--- src/rtl/inst_fetch_unit.sv ---
// rtl/inst_fetch_unit.sv - instruction fetch stage driving a 1-cycle synchronous ROM into a valid/ready buffer
// Optional feature macro: FETCH_PERF_EN (adds the fetch_count transfer counter port).
module inst_fetch_unit #(
    parameter int ADDR_W     = 10,
    parameter int DATA_W     = 32,
    parameter int RESET_ADDR = 0,
    parameter int FIFO_DEPTH = 2
) (
    input  logic              clka,
    input  logic              rst,
    output logic              rom_ena,
    output logic [ADDR_W-1:0] rom_addr,
    input  logic [DATA_W-1:0] rom_douta,
    input  logic              redirect_valid,
    input  logic [ADDR_W-1:0] redirect_addr,
    output logic              inst_valid,
    input  logic              inst_ready,
    output logic [DATA_W-1:0] inst,
`ifdef FETCH_PERF_EN
    output logic [ADDR_W-1:0] inst_pc,
    output logic [31:0]       fetch_count
`else
    output logic [ADDR_W-1:0] inst_pc
`endif
);

    localparam int PTR_W = (FIFO_DEPTH > 1) ? $clog2(FIFO_DEPTH) : 1;
    localparam int CNT_W = PTR_W + 1;

    logic [ADDR_W-1:0] pc;
    logic              inflight;
    logic [ADDR_W-1:0] inflight_pc;
    logic [CNT_W-1:0]  count;
    logic [PTR_W-1:0]  rd_ptr;
    logic [PTR_W-1:0]  wr_ptr;
    logic [DATA_W-1:0] buf_inst [FIFO_DEPTH];
    logic [ADDR_W-1:0] buf_pc   [FIFO_DEPTH];

    logic              pop;
    logic              push;
    logic [CNT_W:0]    occupancy;

    // Credit check counts the read in flight so a returning word always has a free slot.
    always_comb begin
        inst_valid = !rst && (count != '0);
        inst       = rst ? '0 : buf_inst[rd_ptr];
        inst_pc    = rst ? '0 : buf_pc[rd_ptr];
        pop        = inst_valid && inst_ready;
        push       = inflight && !redirect_valid;
        occupancy  = {1'b0, count} + (CNT_W+1)'(inflight) - (CNT_W+1)'(pop);
        rom_ena    = !rst && !redirect_valid && (occupancy < (CNT_W+1)'(FIFO_DEPTH));
        rom_addr   = pc;
    end

    always_ff @(posedge clka) begin
        if (rst) begin
            pc          <= ADDR_W'(RESET_ADDR);
            inflight    <= 1'b0;
            inflight_pc <= '0;
            count       <= '0;
            rd_ptr      <= '0;
            wr_ptr      <= '0;
        end else if (redirect_valid) begin
            pc       <= redirect_addr;
            inflight <= 1'b0;
            count    <= '0;
            rd_ptr   <= '0;
            wr_ptr   <= '0;
        end else begin
            inflight <= rom_ena;
            if (rom_ena) begin
                pc          <= pc + 1'b1;
                inflight_pc <= pc;
            end
            if (push) begin
                wr_ptr <= wr_ptr + 1'b1;
            end
            if (pop) begin
                rd_ptr <= rd_ptr + 1'b1;
            end
            count <= count + CNT_W'(push) - CNT_W'(pop);
        end
    end

    always_ff @(posedge clka) begin
        if (!rst && push) begin
            buf_inst[wr_ptr] <= rom_douta;
            buf_pc[wr_ptr]   <= inflight_pc;
        end
    end

`ifdef FETCH_PERF_EN
    always_ff @(posedge clka) begin
        if (rst) begin
            fetch_count <= '0;
        end else if (pop) begin
            fetch_count <= fetch_count + 32'd1;
        end
    end
`endif

endmodule
--- config.mk ---
export PLATFORM = sky130hd
export DESIGN_NAME = inst_fetch_unit
export DESIGN_NICKNAME = d
export VERILOG_FILES = /design/src/rtl/inst_fetch_unit.sv
export SDC_FILE = /design/constraint.sdc
export NUM_CORES = 1
export LEC_CHECK = 0
export CORE_MARGIN = 2
export CORE_UTILIZATION = 50
export DETAILED_ROUTE_END_ITERATION = 10
export PLACE_DENSITY = 0.88
export SYNTH_ARGS = -nofsm -noshare
export SYNTH_HDL_FRONTEND = slang
export SYNTH_SLANG_ARGS = --single-unit
--- constraint.sdc ---
create_clock -name clka -period 5.45 [get_ports clka]
set_input_delay 1.09 -clock clka [delete_from_list [all_inputs] [get_ports clka]]
set_output_delay 1.09 -clock clka [all_outputs]
set_load 0.01 [all_outputs]
Yosys cells after proc, flatten, opt, wreduce, memory -nomap -nowiden. Memory sizes are Yosys's and may differ from the RTL's. A register that Yosys moved wholly into a read port is not among the register bits. Index checks and enable logic that the tools add are counted.

Memories: 2. Bits in writable memories: 84. Register bits: 25. Word-level logic and storage cells: 39.

Memories: buf_inst (words 2, bits a word 32, read ports 1, clocked after memory_dff 1, write ports 1, RTL line 36) `logic [DATA_W-1:0] buf_inst [FIFO_DEPTH];`; buf_pc (words 2, bits a word 10, read ports 1, clocked after memory_dff 1, write ports 1, RTL line 37) `logic [ADDR_W-1:0] buf_pc [FIFO_DEPTH];`.

Reduce and logical (&&, ||, !) cells: 12. Bitwise gates (word level): 1. Add/subtract/negate cells: 7. Mux-type cells: 10. $lt $le $gt $ge: 1.

Operators by type and width (number): $mux 32 (1); $mux 10 (3); $add 10x1->10 const B (1); $logic_and 1x1->1 (6); $mux 1 (6); $reduce_bool 2->1 (2); $add 2x1->3 (1); $lt 3x2->1 const B (1); $sub 3x1->3 (1); $add 1x1->1 const B (2); $add 2x1->2 (1); $logic_not 1->1 (2); $reduce_and 2->1 (1); $reduce_or 2->1 (1); $sub 2x1->2 (1); $not 1->1 (1).

Depth between registers and ports, before layout. Gate-level depths: netlist of run 1.

Depth after elaboration: 8. Gate-level depth with buffers: 11.

Least setup slack after synthesis of run 1. OpenSTA, ideal clock, no wires.

Path type: input port to flip-flop. Start point: input port rst. End point: memory buf_inst[1][0] (enable). Setup slack: 365 ps. Path buffers: 2. Stages: 3. Arrival time: 4582 ps. Path through: clkbuf_1 clkbuf_1 nor3b_1.

Cells in the longest elaborated chain, start to end: 4.

Ends and longest elaborated chain: start: declaration (RTL line 10) `input logic rst,`; $logic_not 1->1 (RTL line 86) `if (!rst && push) begin`; $logic_and 1x1->1 (RTL line 86); $mux 1 (RTL line 86); $mux 1 (implied by the code) (RTL line 87) `buf_inst[wr_ptr] <= rom_douta;`; end: declaration (RTL line 36).

No other way between the ends.

Worst setup path in the final report of run 1.
Start point: input port inst_ready. End point: output port rom_ena.

Cells in the longest elaborated chain, start to end: 4.

Ends and longest elaborated chain: start: declaration (RTL line 17) `input logic inst_ready,`; $logic_and 1x1->1 (RTL line 48) `pop = inst_valid && inst_ready;`; net pop (RTL line 39) `logic pop;`; $sub 3x1->3 (RTL line 50) `occupancy = {1'b0, count} + (CNT_W+1)'(inflight) - (CNT_W+1)'(pop);`; $lt 3x2->1 (RTL line 51) `rom_ena = !rst && !redirect_valid && (occupancy < (CNT_W+1)'(FIFO_DEPTH));`; $logic_and 1x1->1 (RTL line 51); end: declaration (RTL line 11) `output logic rom_ena,`.

The timed path passes the listed nets, and every way through them passes these cells.

==> impl_metrics.yaml, run 1 <==
floorplanning:
  die_x_um: 97.8
  io_pins: 100
  start_util_pct: 51.0
  core.rowCount: 34
  core_um2: 8640
  die-area_um2: 9570
  dieHeight_um: 97.8
cts:
  numClockSinks: 110
  clk_latency_ns: 0.36
  cts_setup_buffers: 0
  clockBufferDepth: 2
  ctsHoldBuffers: 0
  cts_max_level: 3
  clock-root-buffer: "clkbuf_8"
  clk_pin_slew_worst_paths_ns: 0.10
  cts_resized: 0
  cts_tree: "yes"
  numCtsBuffers: 9
synth:
  yosys.area_share.simple_pct: 8.56
  yosysWarnings: 0
  synth_nets: 369
  synthAdderAreaFrac_pct: 1.59
  synth_cell_types: 28
  synth_mux_area_share_pct: 11.8
  synth.avg_cell_area_um2: 13.8
  synth_compound_area_share_pct: 2.96
  ys_seq_area_share_pct: 69.1
  synth_top_family_by_area: "multiplexers"
  syn_inst: 318
  synthXorXnorAreaFrac_pct: 2.98
  synth-seq-cells: 110
  netlist_area_um2: 4400
grt:
  antenna_found_initial: 0
  grt_max_degree: 70
  grt_pass1_vias: 2748
  grt_overflow: 0
  grt_pass1_wl_um: 13200
  grt_usage_pct: 17.1
timing:
  hold_viol_final: 0
  rsz0062_at_grt: "no"
  finClkSkew_ns: 0.0158
  tightest_slew_ns: 0.722
  clock.fmax_mhz: 203
  final.period_utilization_pct: 90.4
  finalSetupViolations: 0
  maxSlewViolCount: 0
  maxSlewHeadroom_pct: 51.9
  tns_ns: 0
  finalCriticalPeriod_ns: 4.93
final_layout:
  syn2layout_area_growth_pct: 29.6
  instances_no_fill: 530
  final_cell_mix: "clkdlybuf4s50_1 (98), edfxtp_1 (84), nor2_1 (53), mux2i_1 (52), dfxtp_1 (25)"
  fillers: 638
  nets: 468
  layout-drive-gt1-share_pct: 6.40
  final_util_pct: 66.1
  design_area_um2: 5710
  n_antenna_cell: 0
  layout_commonest_cell: "clkdlybuf4s50_1"
job:
  maxCapViolations: 0
placed_design:
  dp_cells: 514
  port_buffers: 99
  dp_hpwl_um: 5390
  placed_area_um2: 5500
  gp_congestion: 0.889
worst_setup_path:
  path_cells: "clkdlybuf4s50_1 > and2_1 > ha_1 > nand2b_1 > fa_1 > xnor2_1 > nand3_2 > buf_4 > inv_1 > clkdlybuf4s50_1"
  reg2regPathDepth: 9
  max_stage_delay_ns: 0.53
  required_ns: 4.36
  cp_top_family: "buffers and inverters"
  crit_type: "in2out"
  cp.arrival_ns: 3.84
  rr_endpoint: "rom_addr[5]"
  cp-end-kind: "primary output"
  rr_startpoint: "count[1]"
  r2r_slack_ns: 2.65
  critPathMaxFanout: 12
  crit_slowest_cell: "clkdlybuf4s50_1"
  critPathLaunchType: "primary input"
  cp.buffers_inverters: 4
  worst_path_most_repeated_cell: "clkdlybuf4s50_1"
  startpoint: "inst_ready"
power:
  total_leakage_power_nw: 2.03
  irDropWorstVdd_mv: 0.122
  p_per_area_nw_per_um2: 271
drt:
  first_iter_violations: 119
  route.detailed.drc: 0
  top_layer: "met4"
  met2_length_um: 4130
  routedWlPerCell_um: 15.4
  avgViaCountPerCell: 5.14
  wl_um: 8150
  final_antenna_net_count: 0
  vias: 2725
  wl_met3_um: 373
  first_pass_iters: 4
  wl_met1_um: 3520
worst_hold_path:
  hold_path.class: "reg2reg"
  holdPathEnd: "buf_pc[1][0]"
  hold_start: "inflight_pc[0]"
  min_path_cells: 0
run_status:
  outcome: "completed"
-- kinds of logic (layout without fill, tap and decap cells) --
kind of cell	Yosys count	count (layout)
xor+xnor	15	15
compound gates	20	20
simple gates	85	85
buf+inv	31	135
flops	110	110
fa+ha+maj	5	5
mux	52	52
-- report_power, final --
group / switching (W) / internal (W) / total (W)
clock: 0.000270 / 0.000214 / 0.000483
combinational: 0.0000557 / 0.0000765 / 0.000132
sequential: 0.0000149 / 0.000916 / 0.000931
total: 0.000340 / 0.00121 / 0.00155
-- Yosys cell counts --
library cell / number / area share (%)
a211oi_1: 1 / 0.17
a21oi_1: 9 / 1.0
and2_1: 2 / 0.28
and3_1: 2 / 0.28
buf_1: 1 / 0.085
buf_2: 5 / 0.57
buf_6: 1 / 0.26
clkbuf_1: 10 / 0.85
dfxtp_1: 26 / 12
edfxtp_1: 84 / 57
fa_1: 1 / 0.45
ha_1: 4 / 1.1
inv_1: 14 / 1.2
mux2i_1: 52 / 12
nand2_1: 4 / 0.34
nand2b_1: 2 / 0.28
nand3_1: 5 / 0.57
nand3_2: 1 / 0.23
nand4_1: 2 / 0.28
nor2_1: 53 / 4.5
nor2b_1: 1 / 0.14
nor3_1: 9 / 1.0
nor3b_1: 1 / 0.17
nor4_1: 3 / 0.43
o21a_1: 9 / 1.5
o21ba_2: 1 / 0.23
xnor2_1: 7 / 1.4
xor2_1: 8 / 1.6
-- worst register-to-register path: cells and delay by family, from the launching register on --
family | cells | cell delay, ns
xor+xnor | 1 | 0.12
simple gates | 4 | 0.88
flops | 1 | 0.48
compound gates | 2 | 0.36
fa+ha+maj | 2 | 0.89
-- sequential cells by signal, summed over array words and instances, names as in the netlist, named ones only --
name         cells
buf_inst        64
buf_pc          20
count            2
inflight         1
inflight_pc     10
rd_ptr           1
rom_addr        10
wr_ptr           1
-- final cells by class --
class | count | area [um^2] | area share [%]
repair buffers | 105 | 1030 | 18.1
multi-input cells | 177 | 1240 | 21.7
clock buffers | 12 | 166 | 2.92
clock inverters | 4 | 37.5 | 0.658
well taps | 108 | 135 | 2.37
flip-flops and latches | 110 | 3040 | 53.4
inverters | 14 | 52.6 | 0.921
-- routing by layer --
| layer | vias to the layer above | track usage (%) |
|---|---|---|
| li1 | 1324 | - |
| met1 | 1297 | 22.7 |
| met2 | 92 | 28.9 |
| met3 | 12 | 2.86 |
| met4 | 0 | 5.98 |
| met5 | - | 0 |
-- worst max path at each step --
stage | end | cells past startpoint
after floorplan | buf_inst[1][0] | 3
after CTS | rom_ena | 10
after global routing | rom_ena | 10
final | rom_ena | 10
after global placement | rom_ena | 10
after detailed placement | rom_ena | 10
-- metrics by stage --
stage / setup WS (ns) / hold slack [ns] / total power [W]
final: 0.522 / 0.465 / 0.00155
after global placement: 0.615 / 0.438 / 0.00108
after CTS: 0.536 / 0.467 / 0.00156
after detailed placement: 0.545 / 0.445 / 0.00108
after global routing: 0.375 / 0.484 / 0.00161
after floorplan: 0.365 / 0.425 / 0.00100
(Power assumes the default switching activity.)
==> inputs of run 2 (changes only) <==
--- a/config.mk
+++ b/config.mk
@@ -7,6 +7,7 @@
 export LEC_CHECK = 0
 export CORE_MARGIN = 2
 export CORE_UTILIZATION = 50
+export CTS_CLUSTER_SIZE = 12
 export DETAILED_ROUTE_END_ITERATION = 10
 export PLACE_DENSITY = 0.88
 export SYNTH_ARGS = -nofsm -noshare
==> results of run 2 <==
No change in the layout: final DEF, timing and power equal those of run 1.
